$ cat src/rtl/alu_issue_ctrl_if.sv
// Instruction handshake, alu operand/result bus and debug read port for alu_issue_ctrl.
// The slave modport is the controller; the master modport is the issuing agent/alu side.
interface alu_issue_ctrl_if #(
  parameter int WORD_WIDTH     = 8,
  parameter int OPCODE_WIDTH   = 4,
  parameter int REG_ADDR_WIDTH = 2
);
  logic                      instr_valid;
  logic                      instr_ready;
  logic                      instr_load;
  logic                      instr_imm_en;
  logic [OPCODE_WIDTH-1:0]   instr_op;
  logic [REG_ADDR_WIDTH-1:0] instr_rd;
  logic [REG_ADDR_WIDTH-1:0] instr_rs1;
  logic [REG_ADDR_WIDTH-1:0] instr_rs2;
  logic [WORD_WIDTH-1:0]     instr_imm;
  logic [WORD_WIDTH-1:0]     operand1;
  logic [WORD_WIDTH-1:0]     operand2;
  logic [OPCODE_WIDTH-1:0]   opCode;
  logic [WORD_WIDTH-1:0]     alu_result;
  logic                      alu_zero;
  logic                      done;
  logic                      zero_flag;
  logic [REG_ADDR_WIDTH-1:0] dbg_addr;
  logic [WORD_WIDTH-1:0]     dbg_data;

  modport master (
    output instr_valid, instr_load, instr_imm_en, instr_op, instr_rd, instr_rs1,
           instr_rs2, instr_imm, alu_result, alu_zero, dbg_addr,
    input  instr_ready, operand1, operand2, opCode, done, zero_flag, dbg_data
  );

  modport slave (
    input  instr_valid, instr_load, instr_imm_en, instr_op, instr_rd, instr_rs1,
           instr_rs2, instr_imm, alu_result, alu_zero, dbg_addr,
    output instr_ready, operand1, operand2, opCode, done, zero_flag, dbg_data
  );
endinterface

$ cat src/rtl/alu_issue_ctrl.sv
// Issue/writeback controller around a combinational alu: reads a small register file,
// presents registered operands for one settle cycle, writes the result back, pulses done.
module alu_issue_ctrl #(
  parameter int WORD_WIDTH     = 8,
  parameter int OPCODE_WIDTH   = 4,
  parameter int NUM_REGS       = 4,
  parameter int REG_ADDR_WIDTH = 2
) (
  input logic            clk,
  input logic            rst_n,
  alu_issue_ctrl_if.slave bus
);

  localparam logic [1:0] S_IDLE = 2'd0;
  localparam logic [1:0] S_EXEC = 2'd1;
  localparam logic [1:0] S_WB   = 2'd2;

  logic [1:0]                r_state;
  logic [1:0]                w_next_state;
  logic [WORD_WIDTH-1:0]     r_regs [NUM_REGS];
  logic [REG_ADDR_WIDTH-1:0] r_rd;
  logic [WORD_WIDTH-1:0]     r_operand1;
  logic [WORD_WIDTH-1:0]     r_operand2;
  logic [OPCODE_WIDTH-1:0]   r_opcode;
  logic                      r_done;
  logic                      r_zero_flag;
  logic                      w_instr_ready;
  logic                      w_accept;
  logic                      w_wr_en;
  logic [REG_ADDR_WIDTH-1:0] w_wr_addr;
  logic [WORD_WIDTH-1:0]     w_wr_data;

  assign w_instr_ready   = rst_n && (r_state == S_IDLE);
  assign w_accept        = bus.instr_valid && w_instr_ready;
  assign bus.instr_ready = w_instr_ready;
  assign bus.operand1    = r_operand1;
  assign bus.operand2    = r_operand2;
  assign bus.opCode      = r_opcode;
  assign bus.done        = r_done;
  assign bus.zero_flag   = r_zero_flag;
  assign bus.dbg_data    = r_regs[bus.dbg_addr];

  // Next-state decode: loads skip EXEC since they never touch the alu.
  always_comb begin
    w_next_state = r_state;
    case (r_state)
      S_IDLE: begin
        if (w_accept) begin
          w_next_state = bus.instr_load ? S_WB : S_EXEC;
        end else begin
          w_next_state = S_IDLE;
        end
      end
      S_EXEC:  w_next_state = S_WB;
      S_WB:    w_next_state = S_IDLE;
      default: w_next_state = S_IDLE;
    endcase
  end

  // Register-file write port select: immediate load at accept, alu result at EXEC exit.
  always_comb begin
    w_wr_en   = 1'b0;
    w_wr_addr = r_rd;
    w_wr_data = bus.alu_result;
    case (r_state)
      S_IDLE: begin
        if (w_accept && bus.instr_load) begin
          w_wr_en   = 1'b1;
          w_wr_addr = bus.instr_rd;
          w_wr_data = bus.instr_imm;
        end else begin
          w_wr_en   = 1'b0;
        end
      end
      S_EXEC:  w_wr_en = 1'b1;
      default: w_wr_en = 1'b0;
    endcase
  end

  // State register and done pulse, asserted for the single cycle spent in WB.
  always_ff @(posedge clk or negedge rst_n) begin
    if (!rst_n) begin
      r_state <= S_IDLE;
      r_done  <= 1'b0;
    end else begin
      r_state <= w_next_state;
      r_done  <= (w_next_state == S_WB);
    end
  end

  // Register file storage.
  always_ff @(posedge clk or negedge rst_n) begin
    if (!rst_n) begin
      for (int i = 0; i < NUM_REGS; i++) begin
        r_regs[i] <= {WORD_WIDTH{1'b0}};
      end
    end else if (w_wr_en) begin
      r_regs[w_wr_addr] <= w_wr_data;
    end
  end

  // Operand capture for alu ops; outputs hold their values across loads and idle cycles.
  always_ff @(posedge clk or negedge rst_n) begin
    if (!rst_n) begin
      r_operand1 <= {WORD_WIDTH{1'b0}};
      r_operand2 <= {WORD_WIDTH{1'b0}};
      r_opcode   <= {OPCODE_WIDTH{1'b0}};
      r_rd       <= {REG_ADDR_WIDTH{1'b0}};
    end else if (w_accept && !bus.instr_load) begin
      r_operand1 <= r_regs[bus.instr_rs1];
      r_operand2 <= bus.instr_imm_en ? bus.instr_imm : r_regs[bus.instr_rs2];
      r_opcode   <= bus.instr_op;
      r_rd       <= bus.instr_rd;
    end
  end

  // Zero flag is sticky across loads; only an alu writeback updates it.
  always_ff @(posedge clk or negedge rst_n) begin
    if (!rst_n) begin
      r_zero_flag <= 1'b0;
    end else if (r_state == S_EXEC) begin
      r_zero_flag <= bus.alu_zero;
    end
  end

endmodule
$ cat src/flat_wrapper.sv
// flat-port wrapper written by rule: the top's interface ports become plain ports
module alu_issue_ctrl_flat 
#(
  parameter int WORD_WIDTH     = 8,
  parameter int OPCODE_WIDTH   = 4,
  parameter int NUM_REGS       = 4,
  parameter int REG_ADDR_WIDTH = 2
)
  (clk, rst_n, bus_instr_valid, bus_instr_load, bus_instr_imm_en, bus_instr_op, bus_instr_rd, bus_instr_rs1, bus_instr_rs2, bus_instr_imm, bus_alu_result, bus_alu_zero, bus_dbg_addr, bus_instr_ready, bus_operand1, bus_operand2, bus_opCode, bus_done, bus_zero_flag, bus_dbg_data);
  alu_issue_ctrl_if #(.WORD_WIDTH(WORD_WIDTH), .OPCODE_WIDTH(OPCODE_WIDTH), .REG_ADDR_WIDTH(REG_ADDR_WIDTH)) bus_i ();
  input logic clk;
  input logic rst_n;
  input wire logic [$bits(bus_i.instr_valid)-1:0] bus_instr_valid;
  input wire logic [$bits(bus_i.instr_load)-1:0] bus_instr_load;
  input wire logic [$bits(bus_i.instr_imm_en)-1:0] bus_instr_imm_en;
  input wire logic [$bits(bus_i.instr_op)-1:0] bus_instr_op;
  input wire logic [$bits(bus_i.instr_rd)-1:0] bus_instr_rd;
  input wire logic [$bits(bus_i.instr_rs1)-1:0] bus_instr_rs1;
  input wire logic [$bits(bus_i.instr_rs2)-1:0] bus_instr_rs2;
  input wire logic [$bits(bus_i.instr_imm)-1:0] bus_instr_imm;
  input wire logic [$bits(bus_i.alu_result)-1:0] bus_alu_result;
  input wire logic [$bits(bus_i.alu_zero)-1:0] bus_alu_zero;
  input wire logic [$bits(bus_i.dbg_addr)-1:0] bus_dbg_addr;
  output wire logic [$bits(bus_i.instr_ready)-1:0] bus_instr_ready;
  output wire logic [$bits(bus_i.operand1)-1:0] bus_operand1;
  output wire logic [$bits(bus_i.operand2)-1:0] bus_operand2;
  output wire logic [$bits(bus_i.opCode)-1:0] bus_opCode;
  output wire logic [$bits(bus_i.done)-1:0] bus_done;
  output wire logic [$bits(bus_i.zero_flag)-1:0] bus_zero_flag;
  output wire logic [$bits(bus_i.dbg_data)-1:0] bus_dbg_data;
  assign bus_i.instr_valid = bus_instr_valid;
  assign bus_i.instr_load = bus_instr_load;
  assign bus_i.instr_imm_en = bus_instr_imm_en;
  assign bus_i.instr_op = bus_instr_op;
  assign bus_i.instr_rd = bus_instr_rd;
  assign bus_i.instr_rs1 = bus_instr_rs1;
  assign bus_i.instr_rs2 = bus_instr_rs2;
  assign bus_i.instr_imm = bus_instr_imm;
  assign bus_i.alu_result = bus_alu_result;
  assign bus_i.alu_zero = bus_alu_zero;
  assign bus_i.dbg_addr = bus_dbg_addr;
  assign bus_instr_ready = bus_i.instr_ready;
  assign bus_operand1 = bus_i.operand1;
  assign bus_operand2 = bus_i.operand2;
  assign bus_opCode = bus_i.opCode;
  assign bus_done = bus_i.done;
  assign bus_zero_flag = bus_i.zero_flag;
  assign bus_dbg_data = bus_i.dbg_data;
  alu_issue_ctrl #(.WORD_WIDTH(WORD_WIDTH), .OPCODE_WIDTH(OPCODE_WIDTH), .NUM_REGS(NUM_REGS), .REG_ADDR_WIDTH(REG_ADDR_WIDTH)) u_core (.clk(clk), .rst_n(rst_n), .bus(bus_i));
endmodule
$ cat config.mk
export PLATFORM = sky130hd
export DESIGN_NAME = alu_issue_ctrl_flat
export DESIGN_NICKNAME = d
export VERILOG_FILES = /design/src/rtl/alu_issue_ctrl_if.sv /design/src/rtl/alu_issue_ctrl.sv /design/src/flat_wrapper.sv
export SDC_FILE = /design/constraint.sdc
export NUM_CORES = 1
export LEC_CHECK = 0
export ABC_AREA = 0
export CAP_MARGIN = 10
export CORE_UTILIZATION = 55
export DETAILED_ROUTE_END_ITERATION = 12
export PLACE_DENSITY = 0.83
export SYNTH_ARGS = -nofsm -noshare
export SYNTH_HDL_FRONTEND = slang
export SYNTH_SLANG_ARGS = --single-unit
$ cat constraint.sdc
create_clock -name clk -period 2.7 [get_ports clk]
set_clock_uncertainty 0.1 [all_clocks]
set_input_delay 0.54 -clock clk [delete_from_list [all_inputs] [get_ports clk]]
set_output_delay 0.54 -clock clk [all_outputs]
set_load 0.1 [all_outputs]
==> flow_summary.yaml <==
timing:
  worstMarginPinSlew_ns: 0.737
  fmaxAchievable_mhz: 387
  rsz0062_at_grt: "false"
  slew_viol_final: 0
  finalSetupTns_ns: 0
  relSlewSlack: 0.509
  hold_viol: 0
  fin_crit_ns: 2.58
  worst_slack_ns: 0.116
  finalCritPeriodShare: 0.957
  setup_viol: 0
drt:
  num_vias: 2318
  drtIter0Drc: 158
  post_drt_wl_per_cell_um: 21.4
  drcViolationCount: 0
  first_pass_iters: 4
  wl_mm: 7.78
  viasPerCell: 6.39
  ant_nets: 0
place:
  gp_congestion: 0.801
  io_buffers: 64
  dp_cells: 346
  dp_slack_ns: 0.121
  place_hpwl_mm: 5.33
floorplan:
  io_pins: 65
  initial_utilization: 0.581
  die_h_um: 75.9
  dieWidth_um: 75.9
  dieArea_sq_um: 5760
  core-area_sq_um: 5170
  row_count: 26
layout:
  fillers: 325
  nets: 322
  drive_gt1_frac: 0.355
  multi_input_area_sq_um: 1470
  antennaDiodeCount: 0
  area_growth_syn_to_layout_pct: 32.2
  layout.cells.non_filler: 363
  regArea_sq_um: 1450
setup_path:
  crit_fanout: 4
  cpMaxStageDelayCell: "mux4_2"
  start_kind: "primary input"
  worstPathArrival_ns: 1.94
  critical_path.cell_chain: "clkdlybuf4s50_1 > buf_4 > mux4_2 > buf_12"
  cp.required_ns: 2.06
  worst_path_largest_cell_delay_ns: 0.56
  crit_buf_inv: 3
  endpoint_kind: "primary output"
  worstSetupPathType: "primary input to primary output"
  path_delay_family: "buffers and inverters"
pwr:
  ir_drop_v: 0.00104
  leakage_nw: 1.63
  power_density_nw_per_um2: 1320
  fin_total_pwr_w: 0.00526
global_routing:
  grt_util_all_layers: 0.297
  grt_overflow: 0
  antenna_found_initial: 0
  grt_pass1_wl_mm: 11.8
  grt_max_degree: 58
  grt_pass1_vias: 2263
yosys:
  synth_edf_count: 0
  yosys_register_bits: 58
  synthFlopType: "dfrtp_1"
  synth.cell_area_sq_um: 3000
  async_flop_share: 1.00
  syn_inst: 217
  synth_top_area_frac: 0.483
  yosysWarnings: 0
  avgSynthCellArea_sq_um: 13.8
  synth.area.top_cells: "dfrtp_1 48%, mux4_2 18%, o22a_1 9.3%"
  synth_nets: 251
  seq_area_frac_synth: 0.483
  yosysTopAreaCell: "dfrtp_1"
  ys_types: 31
clock_network:
  clk_path_buf_depth: 2
  cts-root-buf: "clkbuf_8"
  clk_pin_slew_ns: 0.07
  cts.sinks: 58
  clock_latency_ns: 0.33
  cts_tree: "yes"
  cts_resized: 0
  cts_inserted_buffers: 9
  htree_levels: 3
outcome:
  run_status: "finished clean"
flow_run:
  drv_cap: 0
worst_hold_path:
  hp-class: "flip-flop to flip-flop"
-- per-stage QoR --
stage / utilization / instance area, sq um / hold WS (ns)
floorplan: - / 3000 / 0.144
global placement: 0.730 / 3780 / 0.265
global route: 0.768 / 3970 / 0.430
detailed placement: 0.730 / 3780 / 0.271
CTS: 0.768 / 3970 / 0.393
finish: 0.768 / 3970 / 0.387
-- worst register-to-register path, stage by stage, from the launching register on --
cell and delay (ns):
dfrtp_1 0.42, or2_4 0.30, or4_4 0.44, a21oi_4 0.31
o22a_1 0.21
-- state kept, by name (all words and copies together), names as in the netlist --
| name | cells |
|---|---|
| u_core.r_regs | 32 |
| u_core.bus.operand1 | 8 |
| u_core.bus.operand2 | 8 |
| u_core.bus.opCode | 4 |
| u_core.r_rd | 2 |
| u_core.r_state | 2 |
| u_core.bus.done | 1 |
| u_core.bus.zero_flag | 1 |
-- layer usage --
| layer | vias up | GRT usage | share of wire |
|---|---|---|---|
| met5 | - | 0 | 0 |
| met4 | 0 | 0.148 | 0.026 |
| met3 | 19 | 0.0582 | 0.079 |
| met2 | 125 | 0.454 | 0.46 |
| met1 | 1176 | 0.411 | 0.43 |
| li1 | 998 | - | - |
-- kinds of logic after synthesis --
kind of cell | Yosys count | synth area share
mux | 47 | 0.263
simple gates | 36 | 0.0717
flops | 58 | 0.483
buf+inv | 19 | 0.0292
compound gates | 57 | 0.153
-- Yosys cell counts (2+ instances only) --
cell type,count
and3_1,9
a211o_1,8
dfrtp_1,58
nor2_1,10
clkbuf_1,4
mux2i_1,8
nand4b_1,2
o22a_1,32
and2_1,4
nor2b_1,3
o21ai_0,3
mux2_2,14
mux4_2,24
buf_2,7
inv_1,2
buf_1,5
a21oi_1,10
-- placed cells by master, fill, tap and decap left out, drive strengths merged --
master	Yosys	routed
a211o	8	8
a21oi	12	12
and2	5	5
and3	9	9
buf	13	44
clkbuf	4	14
clkdlybuf4s50	0	32
clkinv	0	2
dfrtp	58	58
dlygate4sd3	0	1
inv	2	2
mux2	15	15
mux2i	8	8
mux4	24	24
nand2	2	2
nand3	1	1
nand4	1	1
nand4b	2	2
nor2	10	10
nor2b	3	3
nor3	1	1
o211ai	1	1
o21ai	3	3
o21bai	1	1
o22a	32	32
or2	1	1
or4	1	1
-- area by class of cell --
| cell class | instances | share of cell area |
|---|---|---|
| clock buffers | 14 | 0.0435 |
| clock inverters | 2 | 0.00252 |
| inverters | 2 | 0.00189 |
| multi-input cells | 140 | 0.370 |
| flip-flops and latches | 58 | 0.366 |
| well taps | 70 | 0.0221 |
| repair buffers | 77 | 0.194 |
-- worst paths after layout --
kind,from,endpoint,slack (ns),cells after the start
min reg2reg,u_core.bus.opCode[1],u_core.bus.opCode[1],0.39,1
max,bus_dbg_addr[0],bus_dbg_data[6],0.12,4
max in group asynchronous,rst_n,u_core.bus.opCode[3],1.02,3
min in group asynchronous,rst_n,u_core.r_state[0],0.51,2
min,u_core.bus.opCode[1],u_core.bus.opCode[1],0.39,1
max reg2reg,u_core.r_state[0],u_core.r_regs[25],0.86,4
-- where the power goes --
| group | switching (W) | total [W] | internal (W) |
|---|---|---|---|
| sequential | 0.000318 | 0.00156 | 0.00124 |
| clock | 0.000345 | 0.000752 | 0.000406 |
| combinational | 0.00189 | 0.00295 | 0.00105 |
-- what timing repair did --
action,CTS,global route
endpoints found under the setup margin,0,0
hold buffers,1,0
hold endpoints to repair,1,0
buffers inserted,0,0
(Power assumes the default switching activity.)
==> RTL edit (config.mk and constraints unchanged) <==
`OPCODE_WIDTH` is set to 4 in 3 places; all go to 6.
--- a/src/rtl/alu_issue_ctrl_if.sv
+++ b/src/rtl/alu_issue_ctrl_if.sv
@@ -2,7 +2,7 @@
 // The slave modport is the controller; the master modport is the issuing agent/alu side.
 interface alu_issue_ctrl_if #(
   parameter int WORD_WIDTH     = 8,
-  parameter int OPCODE_WIDTH   = 4,
+  parameter int OPCODE_WIDTH   = 6,
   parameter int REG_ADDR_WIDTH = 2
 );
   logic                      instr_valid;
--- a/src/rtl/alu_issue_ctrl.sv
+++ b/src/rtl/alu_issue_ctrl.sv
@@ -2,7 +2,7 @@
 // presents registered operands for one settle cycle, writes the result back, pulses done.
 module alu_issue_ctrl #(
   parameter int WORD_WIDTH     = 8,
-  parameter int OPCODE_WIDTH   = 4,
+  parameter int OPCODE_WIDTH   = 6,
   parameter int NUM_REGS       = 4,
   parameter int REG_ADDR_WIDTH = 2
 ) (
--- a/src/flat_wrapper.sv
+++ b/src/flat_wrapper.sv
@@ -2,7 +2,7 @@
 module alu_issue_ctrl_flat 
 #(
   parameter int WORD_WIDTH     = 8,
-  parameter int OPCODE_WIDTH   = 4,
+  parameter int OPCODE_WIDTH   = 6,
   parameter int NUM_REGS       = 4,
   parameter int REG_ADDR_WIDTH = 2
 )
Interface: changed (resized bus_instr_op and bus_opCode); port bits go from 65 to 69. The function was not compared with the original's and may differ.
==> RTL edit against the original RTL <==
Fmax rose by 0.20%; final area rose by 4.9%; routed wire length rose by 1.4%; area after synthesis rose by 2.1%; hold slack improved by 0.022 ns; sequential cell count rose by 2; power rose by 8.6%; via count rose by 0.95%; setup slack improved by 0.0051 ns; critical path type unchanged; largest cell class is now sequential cells; highest routed layer unchanged.
==> RTL edit: results (changes against the original RTL) <==
| Metric | Value |
|---|---|
| Run status | `finished clean` |
| Async set or reset register ratio after synthesis | `100% (unchanged)` |
| Worst Hold Path Cells | `1 (unchanged)` |
| Weighted congestion reported at the end of routability-driven placement | `0.867 (+8.2%)` |
| Via count of the first global-routing pass | `2370 (+4.7%)` |
| Global-route wire length before repair | `12900 um (+9.1%)` |
| GRT Overall Usage | `29.9% (+0.13 points)` |
| Class of the worst hold path | `flop to flop` |
| DRC marker count from the first detailed-route iteration | `139 (-12%)` |
| Endpoint with the worst hold slack | `u_core.bus.opCode[4]` |
| Maximum number of pins on one net before global-route repair | `45 (-22%)` |
| Worst slew margin relative to its limit | `45.4% (-5.5 points)` |
| Largest voltage drop on the vdd net | `1.10 mV (+6.1%)` |
| Most instantiated cells after synthesis | `60 x sky130_fd_sc_hd__dfrtp_1, 32 x sky130_fd_sc_hd__o22a_1, 24 x sky130_fd_sc_hd__mux4_2` |
| Detail Placement HPWL | `5510 um (+3.3%)` |
| Net count after synthesis | `258 (+2.8%)` |
| R2R Setup Slk | `0.83 ns (-0.03 ns)` |
| Maximum fanout along the worst path | `5 (+1)` |
| CP max-delay cell | `sky130_fd_sc_hd__mux4_2` |
| Sequential element share of the synthesized area | `49.0% (+0.63 points)` |
| Leakage power figure | `1.72 nW (+5.5%)` |
| Distinct cells, synth | `29 (-6.5%)` |
| Via count | `2340 (+0.95%)` |
| Total number of nets in the final design | `334 (+3.7%)` |
| Fraction of final layout cells with drive strength greater than 1 | `35.3% (-0.18 points)` |
| Post-route worst hold slack | `0.409 ns (+0.0220 ns)` |
| Critical hold path startpoint | `u_core.bus.opCode[4]` |
| Total wire length | `7890 um (+1.4%)` |
| CP Capture Point | `bus_dbg_data[3]` |
| Biggest area contributors in the synthesized netlist | `sky130_fd_sc_hd__dfrtp_1 49%, sky130_fd_sc_hd__mux4_2 18%, sky130_fd_sc_hd__o22a_1 9.1%, sky130_fd_sc_hd__mux2_2 6.2%, sky130_fd_sc_hd__mux2i_1 2.6%` |
| YS warnings | `0 (unchanged)` |
| Length in cells of the worst reg-to-reg path | `5 (+1)` |
| Number of buffers inserted by port buffering | `68 (+6.3%)` |
| Reg-to-Reg End | `u_core.r_regs[4]` |
| Psw | `2.63 mW (+2.9%)` |
## RTL edit: through the flow
step                utilization [%]  power (mW)  setup WS [ns]  cell area, sq um  cells
floorplan                         -        3.77          0.260              3070    222
global placement               74.2        4.55          0.127              3890    356
detailed placement             74.2        4.62          0.116              3890    356
CTS                            79.5        5.72          0.109              4160    373
global route                   79.5        5.90         0.0504              4160    373
finish                         79.5        5.71          0.121              4160    373
## RTL edit: repair_timing
| action | 4_1_cts | 5_1_grt |
|---|---|---|
| gates resized for setup | 0 | 0 |
| hold endpoints to repair | 1 | 0 |
| hold buffers | 1 | 0 |
## RTL edit: area by class of cell
cell class                      instances  area, sq um
Clock buffer                           12          145
Clock inverter                          4          120
Fill cell                             319         1070
Inverter                                2         7.51
Multi-Input combinational cell        142         1480
Sequential cell                        60         1500
Tap cell                               70         87.6
Timing Repair Buffer                   83          821
## RTL edit: worst max-delay path: cells and delay by family
family	cells	cell delay, ns
muxes	1	0.55
buffers and inverters	3	0.84
## RTL edit: power by group through the flow
stage / combinational, mW / sequential, mW / clock [mW]
after floorplan: 1.31 / 2.46 / 0
after detailed placement: 3.01 / 1.62 / 0
after global placement: 2.97 / 1.59 / 0
after CTS: 3.02 / 1.61 / 1.09
after global routing: 3.10 / 1.67 / 1.13
final: 3.01 / 1.62 / 1.09
## RTL edit: kinds of logic after synthesis
group                  count (synthesis)  share of synthesized area [%]
and+or+nand+nor                       36                           6.85
DFF                                   60                           49.0
AOI/OAI and AO/OA                     57                           14.7
muxes                                 49                           26.5
buffers and inverters                 20                           2.98
## RTL edit: layer usage
metal | vias up | global-route usage (%) | wire (um)
met3 | 13 | 7.38 | 588
met5 | - | 0 | 0
met4 | 0 | 10.2 | 144
met1 | 1207 | 41.8 | 3240
li1 | 1027 | - | -
met2 | 93 | 46.1 | 3920
